`config.mk`:
```
export PLATFORM = sky130hd
export DESIGN_NAME = dmux_stream
export DESIGN_NICKNAME = d
export VERILOG_FILES = /design/src/rtl/dmux_stream.sv
export SDC_FILE = /design/constraint.sdc
export NUM_CORES = 1
export LEC_CHECK = 0
export ABC_AREA = 1
export ABC_CLOCK_PERIOD_IN_PS = 2180
export CORE_MARGIN = 3
export CORE_UTILIZATION = 25
export CTS_CLUSTER_SIZE = 30
export DETAILED_ROUTE_END_ITERATION = 12
export GPL_TIMING_DRIVEN = 0
export PLACE_DENSITY = 0.62
export SKIP_CTS_REPAIR_TIMING = 1
export SLEW_MARGIN = 10
export SYNTH_ARGS = -nofsm -noshare
export SYNTH_HDL_FRONTEND = slang
export SYNTH_SLANG_ARGS = --single-unit
```
`constraint.sdc`:
```
create_clock -name clk -period 2.18 [get_ports clk]
set_input_delay 0.545 -clock clk [delete_from_list [all_inputs] [get_ports clk]]
set_output_delay 0.545 -clock clk [all_outputs]
set_load 0.05 [all_outputs]
```
`src/rtl/dmux_stream.sv`:
```
// Registered 1-to-2 stream demultiplexer with one holding slot per output.
// Optional per-output delivery counters are built when DMUX_CNT_EN is defined.
module dmux_stream #(
  parameter int unsigned WIDTH = 16,
  parameter int unsigned CNT_W = 8
) (
  input  logic             clk,
  input  logic             rst_n,
  input  logic             in_valid,
  output logic             in_ready,
  input  logic             in_sel,
  input  logic [WIDTH-1:0] in_data,
  output logic             a_valid,
  input  logic             a_ready,
  output logic [WIDTH-1:0] a_data,
  output logic             b_valid,
  input  logic             b_ready,
  output logic [WIDTH-1:0] b_data,
  output logic [CNT_W-1:0] a_count,
  output logic [CNT_W-1:0] b_count
);

  typedef enum logic {
    EMPTY = 1'b0,
    FULL  = 1'b1
  } slot_t;

  slot_t a_state, a_state_nxt;
  slot_t b_state, b_state_nxt;
  logic  accept_c;
  logic  load_a_c;
  logic  load_b_c;

  // Readiness looks only at the slot the current word is aimed at.
  assign in_ready = in_sel ? (!b_valid || b_ready) : (!a_valid || a_ready);
  assign accept_c = in_valid && in_ready;
  assign load_a_c = accept_c && !in_sel;
  assign load_b_c = accept_c && in_sel;

  assign a_valid = (a_state == FULL);
  assign b_valid = (b_state == FULL);

  always_ff @(posedge clk or negedge rst_n) begin
    if (!rst_n) begin
      a_state <= EMPTY;
      b_state <= EMPTY;
    end else begin
      a_state <= a_state_nxt;
      b_state <= b_state_nxt;
    end
  end

  always_comb begin
    a_state_nxt = a_state;
    b_state_nxt = b_state;
    case (a_state)
      EMPTY:   if (load_a_c) a_state_nxt = FULL;
      FULL:    if (a_ready && !load_a_c) a_state_nxt = EMPTY;
      default: a_state_nxt = EMPTY;
    endcase
    case (b_state)
      EMPTY:   if (load_b_c) b_state_nxt = FULL;
      FULL:    if (b_ready && !load_b_c) b_state_nxt = EMPTY;
      default: b_state_nxt = EMPTY;
    endcase
  end

  // Slot words change only on a load and keep their value after draining.
  always_ff @(posedge clk or negedge rst_n) begin
    if (!rst_n) begin
      a_data <= '0;
      b_data <= '0;
    end else begin
      if (load_a_c) a_data <= in_data;
      if (load_b_c) b_data <= in_data;
    end
  end

`ifdef DMUX_CNT_EN
  always_ff @(posedge clk or negedge rst_n) begin
    if (!rst_n) begin
      a_count <= '0;
      b_count <= '0;
    end else begin
      if (a_valid && a_ready) a_count <= a_count + CNT_W'(1);
      if (b_valid && b_ready) b_count <= b_count + CNT_W'(1);
    end
  end
`else
  assign a_count = '0;
  assign b_count = '0;
`endif

endmodule

```
* Word level (Yosys, flattened, before mapping) *
Index checks and enable logic that the tools add are counted.

storage, ports and cells
  word-level logic and storage cells = 25
  output and inout port bits = 51
  flip-flop bits (word level) = 34

operators by class
  mux-type cells = 7
  reduce and logical (&&, ||, !) cells = 12
  bitwise logic cells = 2

operator list
  operator             count
  $logic_and A1 B1 Y1  5
  $logic_not A1 Y1     5
  $mux W1              5
  $pmux W1 S2          2
  $logic_or A1 B1 Y1   2
  $not A1 Y1           2

* Longest topological paths before layout *
  depth after elaboration = 9
  depth in mapped cells = 6

* Worst setup path after synthesis *
No wires, ideal clock.

  path type = register -> output
  start point = register a_state, in the netlist a_valid
  end point = output in_ready
  stages on the path, launching flop included = 5
  data arrival time = 1.399 ns
  data required time = 1.635 ns
  path slack = 0.236 ns
  path through = dfrtp_1 > nand2_2 > buf_2 > nand2_1 > nand2_1

on the way
  longest elaborated chain between the ends = 3

RTL lines
  item                      line  RTL
  start: declaration        28    slot_t a_state, a_state_nxt;
  start signal: assignment  48    a_state <= a_state_nxt;
  $logic_not A1 Y1          35    assign in_ready = in_sel ? (!b_valid || b_ready) : (!a_valid || a_ready);
  $logic_or A1 B1 Y1        35
  $mux W1                   35
  end: declaration          10    output logic in_ready,

Every way passes these cells.

* Worst setup path in the final report *
  start point = input a_ready
  end point = output in_ready

on the way
  longest elaborated chain between the ends = 2

RTL lines
  item                line  RTL
  start: declaration  14    input logic a_ready,
  $logic_or A1 B1 Y1  35
  $mux W1             35

Every way passes these cells.

==> results by group <==
Synthesis
  • Number of synthesized register bits: 34
  • Synth Warn #: 0
  • Mapped cell area: 1582 um2
  • Register area share after synthesis: 53.80%
  • Syn_area_per_cell: 9.303 um2
  • Distinct cells, synth: 12
  • Synth Instances: 170

Setup path
  • Critical Path Max Stage Delay: 0.45 ns
  • Critical Path Slowest Stage Cell: clkdlybuf4s50_1
  • Setup crit end kind: primary output
  • CP Data Required Time: approximately 1.6 ns
  • Worst setup path category: input port to primary output
  • CP cell instances: clkdlybuf4s50_1 -> inv_1 -> nand2_4 -> buf_6 -> nand2_1 -> nand2_1 -> buf_6
  • Critical path arrival: 1.57 ns
  • CP Max Fanout: 10
  • CP startpoint kind: input port

Routing
  • WL/cell: roughly 13 um
  • Vias/cell: about 4.3
  • Detail Route Antenna Nets: 0
  • Residual DRC: 0
  • 1st-iter DRT viols: ~140
  • Drt first pass iters: 4
  • Routed WL: 4281 um
  • Via count: 1,379

Clock network
  • CTS tree: yes
  • Worst skew pair latency: about 0.28 ns
  • Sink Count: 34
  • Total CTS buffers: 5
  • Root buf cell: clkbuf_8
  • H-tree lvl count: 2
  • Clk slew on worst S/H paths: 0.07 ns
  • Max clock buf depth: 2

Timing
  • Period minus WS final: approximately 2.1 ns
  • Clock skew: 0.004024 ns
  • Final Cycle Share: 97.22%
  • Worst Tran Pin Value: about 0.76 ns
  • Hold WS: 0.3354 ns
  • RSZ-0062 raised after global routing: no
  • Slew HR: 49.39%
  • Fmax: 471.8 MHz
  • Slew Limit Fails: 0
  • Setup ws final: 0.06061 ns
  • Final setup vio count: 0
  • Hold Vio Cnt, Final: 0

Layout
  • Area Overhead vs Synth: 52.29%
  • Multi-input logic area: around 600 um2
  • Commonest cells after routing, fill and taps aside: nand2_1, clkdlybuf4s50_1, dfrtp_1, nand4_1, buf_4
  • Fraction of layout cells with a size suffix above 1: 17.34%
  • FF+latch area: 850.8 um2
  • Fin nets: 269
  • Final Instance Area: between 2000 and 2500 um2
  • ANT cells: 0
  • Most common cell after layout, fill and taps aside: nand2_1
  • Fill cell count: 609

Global route
  • Antenna violations before repair: 0
  • First-pass GRT wire length: 6886 um
  • Largest net degree at the start of global routing: 35
  • All-Layer GR Usage: 12.11%
  • Global route overflow: 0
  • Vias in the first global route: 1,342

Power and ir drop
  • Power density over cell area: about 910 nW/um2
  • Leakage: 0.001209 uW
  • Power after layout: 2196 uW
  • Worst vdd ir: 0.3802 mV

Floorplanning
  • Io pins: 73
  • Die W: 85.54 um
  • Core ar.: 6026 um2
  • Die area: 7316 um2
  • Site Rows: 28
  • Initial core utilization: 26.25%
  • Chip height: roughly 86 um

Placement
  • Dpl cell area: about 2300 um2
  • GP Congestion: 0.7212
  • DP Worst Slack: -0.8029 ns
  • Number of buffers added on ports: 54
  • Post-detail-place hpwl: around 3100 um

Run status
  • Status: completed

Job
  • Maxcap violations: 0

Min path
  • HP Class: input port to asynchronous set/reset pin
-- layer usage --
layer	track usage, %	part of all wire [%]
met3	3.746	7.9
met2	18.29	47
met5	0	0
met4	3.885	0.96
met1	16.60	44
-- worst max-delay path: cells and delay by family --
family | cells | cell delay (ns)
and+or+nand+nor | 3 | 0.22
buffers and inverters | 4 | 0.80
-- kinds of logic after synthesis --
kind of cell | count (synthesis) | share of synthesized area, %
and+or+nand+nor | 105 | 32.36
buffers and inverters | 30 | 13.61
other | 1 | 0.2371
DFF | 34 | 53.80
-- cell type report --
class | count | area share [%]
flip-flops and latches | 34 | 35.32
plain buffers | 26 | 8.208
multi-input cells | 121 | 24.31
clock buffers | 8 | 4.571
well taps | 75 | 3.896
repair buffers | 56 | 22.91
inverters | 3 | 0.7792
-- path summary, 6_finish.rpt --
kind | start | endpoint | slack (ns) | cells past startpoint
hold reg to reg | b_data[6] | b_data[6] | 0.47 | 2
hold / removal | rst_n | b_data[1] | 0.34 | 1
max in group asynchronous | rst_n | b_data[5] | 1.35 | 1
setup / recovery | a_ready | in_ready | 0.06 | 7
setup reg to reg | a_valid | a_data[9] | 0.99 | 6
min in group clk | b_data[6] | b_data[6] | 0.47 | 2
-- sequential cells by signal, summed over array words and instances, names as in the netlist --
signal and count:
a_data 16, b_data 16, a_valid 1, b_valid 1
-- through the flow --
stage | std cells | TNS (ns) | util [%]
6_report | 323 | 0 | 39.97
3_3_place_gp | 314 | -6.442 | 37.71
2_1_floorplan | 185 | 0 | -
3_5_place_dp | 314 | -0.8029 | 37.62
4_1_cts | 322 | -0.8031 | 39.45
5_1_grt | 323 | 0 | 39.97
-- where the power goes --
| group | leakage, uW | total, uW | internal, uW | switching, uW |
|---|---|---|---|---|
| registers | 0.000421 | 787 | 729 | 58.2 |
| clock network | 0.0000575 | 537 | 319 | 218 |
| logic | 0.000730 | 872 | 280 | 592 |
| total | 0.00121 | 2200 | 1330 | 868 |
-- synthesized netlist by cell type --
master,count,share of area (%)
buf_6,3,2.1
inv_1,2,0.47
nand3_4,2,2.2
buf_4,17,8.1
buf_2,7,2.2
conb_1,1,0.24
dfrtp_1,34,54
nand4_1,32,13
nand2_1,69,16
nand2_2,1,0.40
inv_8,1,0.71
nand2_4,1,0.71
No activity file was read; power rests on OpenSTA's default activity.
